$ cat src/rtl/mem_access_unit.sv
// MEM-phase responder: runs one load/store against a ready-handshaked RAM with
// fixed read latency and returns a one-cycle done pulse. Optional ISSUE timeout via MEM_TIMEOUT_EN.
module mem_access_unit #(
  parameter int ADDR_W  = 32,
  parameter int RD_LAT  = 2,
  parameter int TIMEOUT = 255
) (
  input  logic              clk,
  input  logic              reset,
  input  logic              req,
  input  logic              req_we,
  input  logic [1:0]        req_size,
  input  logic              req_unsigned,
  input  logic [ADDR_W-1:0] req_addr,
  input  logic [31:0]       req_wdata,
  output logic              busy,
  output logic              done,
  output logic [31:0]       rdata,
  output logic              misaligned,
  output logic              timeout,
  output logic              ram_en,
  output logic [3:0]        ram_we,
  output logic [ADDR_W-3:0] ram_addr,
  output logic [31:0]       ram_wdata,
  input  logic              ram_ready,
  input  logic [31:0]       ram_rdata
);

  // RAM handshake: a beat transfers at a rising edge where ram_en && ram_ready;
  // ram_addr/ram_we/ram_wdata stay constant while ram_en waits for ram_ready.
  typedef enum logic [1:0] {S_IDLE, S_ISSUE, S_WAIT, S_DONE} state_t;

  localparam int LW = (RD_LAT > 1) ? $clog2(RD_LAT) : 1;

  state_t        state, state_next;
  logic          we_q, uns_q;
  logic [1:0]    size_q, off_q;
  logic [LW-1:0] lat_cnt;
  logic          req_ok, accept, lat_done, to_hit, done_entry;
  logic [3:0]    st_we;
  logic [31:0]   st_wdata, ld_data;
  logic [7:0]    ld_byte;
  logic [15:0]   ld_half;

  assign req_ok = (req_size == 2'b00) ||
                  (req_size == 2'b01 && !req_addr[0]) ||
                  (req_size == 2'b10 && req_addr[1:0] == 2'b00);
  assign accept   = (state == S_ISSUE) && ram_ready;
  assign lat_done = (state == S_WAIT) && (lat_cnt == LW'(RD_LAT - 1));

`ifdef MEM_TIMEOUT_EN
  localparam int TW = $clog2(TIMEOUT + 1);
  logic [TW-1:0] to_cnt;
  logic          timeout_q;

  assign to_hit  = (state == S_ISSUE) && !ram_ready && (to_cnt == TW'(TIMEOUT - 1));
  assign timeout = timeout_q;

  always_ff @(posedge clk or posedge reset) begin
    if (reset) begin
      to_cnt    <= '0;
      timeout_q <= 1'b0;
    end else begin
      if (state == S_IDLE && req) to_cnt <= '0;
      else if (state == S_ISSUE && !ram_ready) to_cnt <= to_cnt + 1'b1;
      if (done_entry) timeout_q <= to_hit;
    end
  end
`else
  assign to_hit  = 1'b0;
  assign timeout = 1'b0;
`endif

  always_ff @(posedge clk or posedge reset) begin
    if (reset) state <= S_IDLE;
    else       state <= state_next;
  end

  always_comb begin
    state_next = state;
    case (state)
      S_IDLE:  if (req) state_next = req_ok ? S_ISSUE : S_DONE;
      S_ISSUE: begin
        if (accept)      state_next = we_q ? S_DONE : S_WAIT;
        else if (to_hit) state_next = S_DONE;
      end
      S_WAIT:  if (lat_done) state_next = S_DONE;
      S_DONE:  state_next = S_IDLE;
      default: state_next = S_IDLE;
    endcase
  end

  assign done_entry = (state_next == S_DONE) && (state != S_DONE);
  assign busy       = (state != S_IDLE);
  assign done       = (state == S_DONE);
  assign ram_en     = (state == S_ISSUE);

  // Store lane steering from the live request, captured on the req edge.
  always_comb begin
    st_we    = 4'b1111;
    st_wdata = req_wdata;
    case (req_size)
      2'b00: begin
        st_we    = 4'b0001 << req_addr[1:0];
        st_wdata = {4{req_wdata[7:0]}};
      end
      2'b01: begin
        st_we    = 4'b0011 << req_addr[1:0];
        st_wdata = {2{req_wdata[15:0]}};
      end
      default: ;
    endcase
    if (!req_we) st_we = 4'b0000;
  end

  assign ld_byte = ram_rdata[{off_q, 3'b000} +: 8];
  assign ld_half = off_q[1] ? ram_rdata[31:16] : ram_rdata[15:0];

  always_comb begin
    ld_data = ram_rdata;
    case (size_q)
      2'b00:   ld_data = uns_q ? {24'h0, ld_byte} : {{24{ld_byte[7]}}, ld_byte};
      2'b01:   ld_data = uns_q ? {16'h0, ld_half} : {{16{ld_half[15]}}, ld_half};
      default: ;
    endcase
  end

  always_ff @(posedge clk or posedge reset) begin
    if (reset) begin
      we_q       <= 1'b0;
      uns_q      <= 1'b0;
      size_q     <= 2'b00;
      off_q      <= 2'b00;
      ram_addr   <= '0;
      ram_wdata  <= 32'h0;
      ram_we     <= 4'b0000;
      lat_cnt    <= '0;
      rdata      <= 32'h0;
      misaligned <= 1'b0;
    end else begin
      if (state == S_IDLE && req) begin
        we_q      <= req_we;
        uns_q     <= req_unsigned;
        size_q    <= req_size;
        off_q     <= req_addr[1:0];
        ram_addr  <= req_addr[ADDR_W-1:2];
        ram_wdata <= st_wdata;
        ram_we    <= req_ok ? st_we : 4'b0000;
      end
      if (accept)              lat_cnt <= '0;
      else if (state == S_WAIT) lat_cnt <= lat_cnt + 1'b1;
      // Stores, errors and timeouts all report rdata=0.
      if (done_entry) begin
        rdata      <= lat_done ? ld_data : 32'h0;
        misaligned <= (state == S_IDLE);
      end
    end
  end

endmodule

$ cat config.mk
export PLATFORM = sky130hd
export DESIGN_NAME = mem_access_unit
export DESIGN_NICKNAME = d
export VERILOG_FILES = /design/src/rtl/mem_access_unit.sv
export SDC_FILE = /design/constraint.sdc
export NUM_CORES = 1
export LEC_CHECK = 0
export ABC_AREA = 1
export BUFFER_PORTS_ARGS = -buffer_cell sky130_fd_sc_hd__buf_2
export CAP_MARGIN = 20
export CORE_MARGIN = 10
export CORE_UTILIZATION = 40
export CTS_BUF_LIST = sky130_fd_sc_hd__clkbuf_8 sky130_fd_sc_hd__clkbuf_16
export DETAILED_ROUTE_END_ITERATION = 10
export PLACE_DENSITY = 0.64
export RECOVER_POWER = 50
export SYNTH_ARGS = -nofsm -noshare
export SYNTH_HDL_FRONTEND = slang
export SYNTH_SLANG_ARGS = --single-unit
export TNS_END_PERCENT = 50
$ cat constraint.sdc
create_clock -name clk -period 6.7 [get_ports clk]
set_clock_uncertainty 0.1 [all_clocks]
set_input_delay 1.34 -clock clk [delete_from_list [all_inputs] [get_ports clk]]
set_output_delay 1.34 -clock clk [all_outputs]
set_load 0.1 [all_outputs]
==> impl_metrics.py <==
metrics = {
    "status": {
        "status": "finished with violations",
        "failed_checks": "capacitance limit, slew limit",
    },
    "grt": {
        "use_met2_pct": 27.3,
        "grt_pass1_vias": 5073,
        "busiest_layer": "met2",
        "grt_max_degree": 71,
        "grt_use_total_pct": 18.1,
        "antenna_found_initial": 2,
        "grt_pass1_wl_um": 26000,
        "grt_overflow": 0,
        "met3_usage_pct": 8.14,
        "met1_usage_pct": 22.8,
    },
    "worst_setup_path": {
        "worst_setup_path_start_kind": "input port",
        "critical_path.startpoint": "reset",
        "required_ps": 6770,
        "rr_startpoint": "state[0]",
        "path_max_fanout": 64,
        "r2r-end": "misaligned",
        "endpoint": "rdata[28]",
        "reg2reg_depth": 6,
        "r2r_setup_slack_ps": 4200,
        "arrival_ps": 3960,
        "path_class": "in2async",
        "slowest_delay_ps": 1340,
        "cp_slowest_cell": "clkbuf_2",
        "end_kind": "async pin",
        "path_cells": "buf_2, clkinvlp_2, clkbuf_2",
    },
    "routing": {
        "drc_errors": 0,
        "drtIter0Drc": 428,
        "viasPerCell": 4.72,
        "wirelength_um": 16000,
        "final_antenna_net_count": 0,
        "wl_per_cell_um": 15.7,
        "vias": 4838,
        "dr.pass1.iters": 5,
    },
    "timing": {
        "fin_crit_ps": 3880,
        "final_max_slew_viol_count": 111,
        "setup_viol": 0,
        "hold_viol_final": 0,
        "rsz0062_at_grt": "no",
        "worst_pin_slew_ps": 1970,
        "period_share_pct": 58.0,
        "final.setup.tns_ps": 0,
        "slew_headroom_pct": -32.2,
        "timing.fmax_mhz": 258,
    },
    "clock_tree": {
        "cts_setup_buffers": 0,
        "clkTransAtPathRegs_ps": 70,
        "cts_tree": "built",
        "cts_buffers": 9,
        "cts.sinks": 108,
        "hold_buffers": 0,
        "clk_path_buf_depth": 2,
        "htree_levels": 3,
        "clock_latency_ps": 350,
        "ctsResizeCount": 0,
        "clockRootBuffer": "clkbuf_16",
    },
    "cells_and_area": {
        "areaGrowthSynthToFinish_pct": 25.1,
        "drive_gt1_share_pct": 20.3,
        "diodes": 0,
        "nNetsFinal": 952,
    },
    "synthesis": {
        "synth_area_mm2": 0.00510,
        "ys_seq_elements": 108,
        "yosysWarnings": 0,
        "ys_seq_area_share_pct": 53.0,
        "syn-num-nets": 766,
        "post_synth_num_cell_types": 27,
        "syn_area_per_cell_um2": 7.70,
        "netlist_instances": 662,
    },
    "min_path": {
        "hold_class": "reg2reg",
    },
    "die": {
        "start_util_pct": 40.5,
        "pin_count": 207,
        "fp.dieH_um": 133,
        "dieArea_mm2": 0.0177,
        "core_mm2": 0.0126,
        "core.rowCount": 41,
        "chipWidth_um": 133,
    },
    "run": {
        "max_cap_viol_count": 2,
    },
    "placement": {
        "dp_hpwl_um": 11800,
        "io_buffers": 205,
        "place_congestion": 0.802,
    },
}
-- cell usage after synthesis --
cell type  number  area share [%]
buf_4           2            0.29
o21ai_0        38             3.7
conb_1          1           0.074
nand3_4         1            0.34
inv_1          24             1.8
nand3_1        19             1.9
clkbuf_1       14             1.0
nand3_2         1            0.20
nand2_1       315              23
clkinv_1        1           0.074
nor2_4          1            0.22
buf_8           1            0.29
inv_2           6            0.44
a21oi_1        18             1.8
dfrtp_1       108              53
buf_2          10            0.98
nor2_1         50             3.7
a211oi_1        1            0.15
buf_1           3            0.22
a31oi_1        24             2.9
nand2_2        13             1.6
o21ai_2         1            0.17
o21ai_1         3            0.29
inv_4           1            0.12
nand2_4         2            0.44
buf_6           3            0.66
nor2_8          1            0.39
-- placed cells by master (no fill, tap or decap) --
master / instances
clkinvlp_2: 1
a211oi_1: 1
clkinv_2: 1
inv_4: 1
inv_8: 1
o21ai_1: 3
buf_4: 1
inv_1: 26
nor2_8: 1
a21oi_1: 18
buf_12: 1
nand2_1: 315
nand3_4: 1
o21ai_2: 1
inv_2: 5
clkbuf_1: 75
clkinv_1: 1
nor2_1: 50
conb_1: 1
nand2_2: 13
o21ai_0: 38
clkbuf_2: 1
dfrtp_1: 108
nand2_4: 2
clkbuf_8: 1
nor2_4: 1
clkbuf_16: 9
a31oi_1: 24
nand3_1: 20
buf_2: 130
clkinvlp_4: 1
inv_6: 1
-- state kept, by name, indices dropped and copies added, names as in the netlist --
| register | count |
|---|---|
| rdata | 32 |
| misaligned | 1 |
| ram_we | 4 |
| we_q | 1 |
| size_q | 2 |
| off_q | 2 |
| state | 2 |
| ram_addr | 30 |
| uns_q | 1 |
| ram_wdata | 32 |
| lat_cnt | 1 |
-- cell type report --
type,count,area [µm²]
Clock buffer,10,239
Clock inverter,6,40.0
Fill cell,1335,6190
Inverter,32,124
Multi-Input combinational cell,489,2090
Sequential cell,108,2700
Tap cell,172,215
Timing Repair Buffer,208,965
-- stage by stage --
step / cells / util [%] / worst slack, ps / area (µm²) / hold WS, ps
detailed placement: 1008 / 49.1 / 3260 / 6180 / 359
CTS: 1024 / 51.4 / 3590 / 6460 / 375
global route: 1025 / 50.7 / 2180 / 6370 / 394
global placement: 1008 / 49.1 / 3280 / 6180 / 351
finish: 1025 / 50.7 / 2820 / 6370 / 374
floorplan: 662 / - / 2410 / 5100 / 358
-- logic make-up (layout without fill, tap and decap cells) --
group | count (synthesis) | after routing | share of synthesized area [%]
and+or+nand+nor | 403 | 403 | 31.9
DFF | 108 | 108 | 53.0
AOI/OAI and AO/OA | 85 | 85 | 9.06
buffers and inverters | 65 | 256 | 5.89
other | 1 | 1 | 0.0736
-- metal layers --
metal	vias to the layer above	part of all wire, %	routed length, µm
met5	-	0.13	21
met4	4	1.7	267
met2	175	44	7100
met3	21	10	1620
met1	2179	44	7050
li1	2459	-	-
-- worst max-delay path, delay by kind of cell --
family / cells / cell delay (ps)
buffers and inverters: 3 / 2550
-- worst min path at each step --
stage	start	end	cells after the start
4_1_cts	rdata[7]	rdata[7]	2
5_1_grt	rdata[31]	rdata[31]	2
3_5_place_dp	rdata[7]	rdata[7]	2
2_1_floorplan	lat_cnt	lat_cnt	1
6_report	rdata[7]	rdata[7]	2
3_3_place_gp	rdata[7]	rdata[7]	2
Power is left out: the tool's default activity adds up to more than one toggle a clock period on the data nets, which glitch-free logic cannot reach.
